**src/rtl/imem_loader.sv**
```systemverilog
// Byte-serial instruction-memory loader: receives a counted, XOR-checked frame,
// writes 16-bit words to consecutive addresses, and holds the CPU in reset until done.
module imem_loader #(
  parameter int DEPTH = 256
) (
  input  logic        clk_pi,
  input  logic        reset_pi,
  input  logic        start_pi,
  input  logic        byte_valid_pi,
  input  logic [7:0]  byte_data_pi,
  output logic        byte_ready_po,
  output logic        imem_we_po,
  output logic [15:0] imem_addr_po,
  output logic [15:0] imem_wdata_po,
  output logic        cpu_reset_po,
  output logic        load_done_po,
  output logic        error_po,
  output logic [15:0] word_count_po,
  output logic [2:0]  dbg_state_po
);

  localparam int IDX_W = $clog2(DEPTH + 1);
  localparam logic [16:0] DEPTH_W = 17'(DEPTH);

  typedef enum logic [2:0] {
    IDLE    = 3'd0,
    CNT_HI  = 3'd1,
    CNT_LO  = 3'd2,
    DATA_HI = 3'd3,
    DATA_LO = 3'd4,
    CHECK   = 3'd5,
    DONE    = 3'd6,
    ERROR   = 3'd7
  } state_t;

  // Handshake: a byte transfers on a rising clk edge where byte_valid_pi and
  // byte_ready_po are both high; the host may hold valid low to pause indefinitely.

  state_t             state, next_state;
  logic [7:0]         hi_byte;
  logic [7:0]         xor_sum;
  logic [IDX_W-1:0]   word_idx;
  logic               accept;
  logic               start_ok;
  logic [15:0]        frame_n;
  logic               oversize;
  logic               last_word;

  assign accept    = byte_valid_pi && byte_ready_po;
  assign start_ok  = start_pi && (state == IDLE || state == DONE || state == ERROR);
  assign frame_n   = {hi_byte, byte_data_pi};
  assign oversize  = {1'b0, frame_n} > DEPTH_W;
  assign last_word = (16'(word_idx) == word_count_po - 16'd1);
  assign dbg_state_po = state;

  always_ff @(posedge clk_pi or posedge reset_pi) begin
    if (reset_pi) state <= IDLE;
    else          state <= next_state;
  end

  always_comb begin
    next_state = state;
    case (state)
      IDLE:    if (start_ok) next_state = CNT_HI;
      CNT_HI:  if (accept) next_state = CNT_LO;
      CNT_LO: begin
        if (accept) begin
          if (oversize)              next_state = ERROR;
          else if (frame_n == 16'd0) next_state = CHECK;
          else                       next_state = DATA_HI;
        end
      end
      DATA_HI: if (accept) next_state = DATA_LO;
      DATA_LO: if (accept) next_state = last_word ? CHECK : DATA_HI;
      CHECK:   if (accept) next_state = (byte_data_pi == xor_sum) ? DONE : ERROR;
      DONE:    if (start_ok) next_state = CNT_HI;
      ERROR:   if (start_ok) next_state = CNT_HI;
      default: next_state = IDLE;
    endcase
  end

  // Status outputs are registered copies of the next state so they line up with it.
  always_ff @(posedge clk_pi or posedge reset_pi) begin
    if (reset_pi) begin
      byte_ready_po <= 1'b0;
      imem_we_po    <= 1'b0;
      imem_addr_po  <= 16'd0;
      imem_wdata_po <= 16'd0;
      cpu_reset_po  <= 1'b1;
      load_done_po  <= 1'b0;
      error_po      <= 1'b0;
      word_count_po <= 16'd0;
      hi_byte       <= 8'd0;
      xor_sum       <= 8'd0;
      word_idx      <= '0;
    end else begin
      imem_we_po    <= 1'b0;
      byte_ready_po <= (next_state == CNT_HI) || (next_state == CNT_LO) ||
                       (next_state == DATA_HI) || (next_state == DATA_LO) ||
                       (next_state == CHECK);
      cpu_reset_po  <= (next_state != DONE);
      load_done_po  <= (next_state == DONE);
      error_po      <= (next_state == ERROR);

      if (start_ok) begin
        word_idx      <= '0;
        xor_sum       <= 8'd0;
        word_count_po <= 16'd0;
      end

      if (accept) begin
        case (state)
          CNT_HI:  hi_byte <= byte_data_pi;
          CNT_LO:  word_count_po <= frame_n;
          DATA_HI: begin
            hi_byte <= byte_data_pi;
            xor_sum <= xor_sum ^ byte_data_pi;
          end
          DATA_LO: begin
            imem_we_po    <= 1'b1;
            imem_addr_po  <= 16'(word_idx);
            imem_wdata_po <= frame_n;
            xor_sum       <= xor_sum ^ byte_data_pi;
            word_idx      <= word_idx + {{(IDX_W-1){1'b0}}, 1'b1};
          end
          default: ;
        endcase
      end
    end
  end

endmodule
```
**config.mk**
```make
export PLATFORM = sky130hd
export DESIGN_NAME = imem_loader
export DESIGN_NICKNAME = d
export VERILOG_FILES = /design/src/rtl/imem_loader.sv
export SDC_FILE = /design/constraint.sdc
export NUM_CORES = 1
export LEC_CHECK = 0
export ABC_AREA = 1
export CORE_MARGIN = 2
export CORE_UTILIZATION = 48
export DETAILED_ROUTE_END_ITERATION = 16
export PLACE_DENSITY = 0.87
export SLEW_MARGIN = 20
export SYNTH_ARGS = -nofsm -noshare
export SYNTH_HDL_FRONTEND = slang
export SYNTH_SLANG_ARGS = --single-unit
```
**constraint.sdc**
```tcl
create_clock -name clk_pi -period 2.3 [get_ports clk_pi]
set_clock_uncertainty 0.15 [all_clocks]
set_input_delay 0.23 -clock clk_pi [delete_from_list [all_inputs] [get_ports clk_pi]]
set_output_delay 0.23 -clock clk_pi [all_outputs]
set_load 0.03 [all_outputs]
```
==> results.sh <==
export IMPL_setup_violations=0
export IMPL_chipHeight_um=93.4
export IMPL_clkSlewWorstSetupHoldPaths_ps=80
export IMPL_via_per_inst=5.51
export IMPL_end_kind="flip-flop"
export IMPL_path_common_cell="nand2_1"
export IMPL_io_buffers=60
export IMPL_clockBufferDepth=2
export IMPL_hold_buffers=0
export IMPL_fmax_mhz=457
export IMPL_layout_drive_gt1_share_pct=13.1
export IMPL_irDropWorstVdd_mv=0.897
export IMPL_drcViolationCount=0
export IMPL_crit_type="flip-flop to flip-flop"
export IMPL_seq_area_frac_synth_pct=48.3
export IMPL_drt_pass1_iterations=4
export IMPL_syn2layout_area_growth_pct=27.3
export IMPL_pre_cts_ws_ps=54.2
export IMPL_synth_seq_cells=74
export IMPL_synthArstFlopShare_pct=100
export IMPL_grt_max_degree=33
export IMPL_antenna_left=0
export IMPL_relSlewSlack_pct=60.4
export IMPL_antenna_found_initial=0
export IMPL_drt_initial_drc_count=323
export IMPL_p_total_w=0.00783
export IMPL_cp_data_required_time_ps=2390
export IMPL_htree_levels=3
export IMPL_dp_cells=652
export IMPL_cts_sinks=74
export IMPL_grt_overflow=0
export IMPL_rows=32
export IMPL_vias=3707
export IMPL_grt_pass1_wl_um=16800
export IMPL_clk_latency_ps=340
export IMPL_path_max_fanout=4
export IMPL_root_buffer="clkbuf_8"
export IMPL_path_cells="buf_4 -> nor2_2 -> nand2_2 -> nor2_1 -> nand2_1 -> nand2_1 -> nand2_1 -> clkinv_1 -> nand2_1 -> nor2_2 -> nand3_4 -> a21oi_4 -> nand2_2 -> nand2_2 -> nor2_1"
export IMPL_crit_slowest_cell="dfrtp_1"
export IMPL_crit_arrival_ps=2270
export IMPL_status="finished clean"
export IMPL_synth_top_cell_by_area="dfrtp_1"
export IMPL_tns_ps=0
export IMPL_post_route_util_pct=63.2
export IMPL_multi_input_area_um2=1720
export IMPL_nets=580
export IMPL_max_stage_delay_ps=420
export IMPL_fp_coreArea_um2=7730
export IMPL_tightest_slew_ps=593
export IMPL_numCtsBuffers=9
export IMPL_io_pins=68
export IMPL_die_area_um2=8720
export IMPL_cp_start_kind="flip-flop"
export IMPL_synth_area_top_cells="dfrtp_1 48%, nand2_1 12%, o21ai_0 7.7%"
export IMPL_routedWlPerCell_um=15.1
export IMPL_postSynthCellCount=493
export IMPL_hp_class="input port to asynchronous set/reset pin"
export IMPL_maxCapViolCount=0
export IMPL_dp_hpwl_um=7120
export IMPL_gp_congestion=0.913
export IMPL_die_w_um=93.4
export IMPL_hold_violations=0
export IMPL_slew_violations=0
export IMPL_antenna_cells=0
export IMPL_synth_area_um2=3830
export IMPL_fillers=627
export IMPL_leakagePower_nw=2.26
export IMPL_wl_um=10100
export IMPL_period_share_pct=95.2
export IMPL_grt_pass1_vias=3610
export IMPL_ys_types=35
export IMPL_cts_tree="done"
export IMPL_synth_edf_count=0
export IMPL_yosysWarnings=0
export IMPL_netlist_area_leader_share_pct=47.7
export IMPL_p_per_area_nw_per_um2=1600
export IMPL_start_util_pct=49.6
export IMPL_synth_avg_cell_area_um2=7.78
export IMPL_setup_slack_ps=111
export IMPL_track_usage_pct=24.6
export IMPL_stdcell_count=673
export IMPL_synth_main_ff_cell="dfrtp_1"
export IMPL_min_period_ps=2190
export IMPL_final_seq_area_um2=1860
[cell usage after synthesis (3+ instances only)]
master	n
dfrtp_1	73
clkbuf_1	9
nand2_1	127
nand2_2	8
nor2_2	8
nand4_1	6
o21ai_0	59
nor2_4	4
buf_4	7
nand3_1	36
xnor2_1	10
nor2_1	38
a21oi_1	8
buf_2	4
nor3_1	12
inv_2	3
inv_1	55
[cell families (layout without fill, tap and decap cells)]
| kind of cell | count (synthesis) | after routing | synth area share (%) |
|---|---|---|---|
| other | 1 | 7 | 0.0978 |
| and+or+nand+nor | 247 | 247 | 29.1 |
| buffers and inverters | 80 | 152 | 8.65 |
| AOI/OAI and AO/OA | 78 | 78 | 10.7 |
| adders and majority gates | 2 | 2 | 0.653 |
| DFF | 74 | 74 | 48.3 |
| xor gates and xnor gates | 11 | 11 | 2.51 |
[routing by layer]
metal  GRT usage, %  up-vias  share of wire (%)
met3           4.92       25                7.2
li1               -     1704                  -
met4           11.2        0                2.5
met5              0        -                  0
met1           31.2     1785                 40
met2           40.5      193                 50
[sequential cells by signal, indices dropped and copies added (netlist names)]
name / flops
imem_wdata_po: 16
error_po: 1
byte_ready_po: 1
word_idx: 9
load_done_po: 1
xor_sum: 8
imem_we_po: 1
cpu_reset_po: 1
word_count_po: 16
dbg_state_po: 3
hi_byte: 8
imem_addr_po: 9
[critical path: cells and delay by family, from the launching register on]
kind | cells | cell delay [ps]
AO/OA/AOI/OAI | 1 | 200
buffers and inverters | 2 | 190
flip-flops | 1 | 420
AND/OR/NAND/NOR | 12 | 1120
[placed cells by master, fill, tap and decap left out, drive strengths merged, types with 2 or more instances in the layout]
master,n
nand2,137
dfrtp,73
o21ai,61
clkdlybuf4s50,60
inv,58
nor2,50
nand3,37
buf,16
nor3,14
clkbuf,13
xnor2,10
a21oi,9
conb,7
nand4,6
clkinv,2
o22ai,2
a31oi,2
o31ai,2
clkinvlp,2
ha,2
[stage by stage]
step | cell area [um2] | hold WS (ps)
after detailed placement | 4570 | 319
after global routing | 4880 | 182
after global placement | 4570 | 317
final | 4880 | 123
after CTS | 4800 | 142
after floorplan | 3860 | 201
[power breakdown]
part           switching (W)  internal (W)
clock               0.000469      0.000620
combinational        0.00281       0.00168
sequential          0.000486       0.00176
total                0.00376       0.00406
[area by class of cell]
| class | instances | area share, % |
|---|---|---|
| multi-input cells | 345 | 35.1 |
| inverters | 60 | 4.61 |
| well taps | 102 | 2.61 |
| repair buffers | 76 | 15.0 |
| flip-flops and latches | 74 | 38.0 |
| clock buffers | 13 | 3.67 |
| clock inverters | 3 | 0.923 |
[worst paths after layout]
path,from,cells past startpoint,slack [ps],endpoint
max,word_count_po[1]$_DFF_PP0_,15,110,error_po$_DFF_PP0_
min,reset_pi,2,120,hi_byte[4]$_DFFE_PP0P_
max reg2reg,word_count_po[1]$_DFF_PP0_,15,110,error_po$_DFF_PP0_
min reg2reg,imem_addr_po[4]$_DFFE_PP0P_,2,330,imem_addr_po[4]$_DFFE_PP0P_
max in group asynchronous,reset_pi,3,1210,word_count_po[4]$_DFF_PP0_
min in group clk_pi,imem_addr_po[4]$_DFFE_PP0P_,2,330,imem_addr_po[4]$_DFFE_PP0P_
[timing repair]
item	CTS	global route
buffers inserted	0	5
resized for setup	0	14
setup endpoints to repair	0	6
Power figures use the tool's default switching activity.
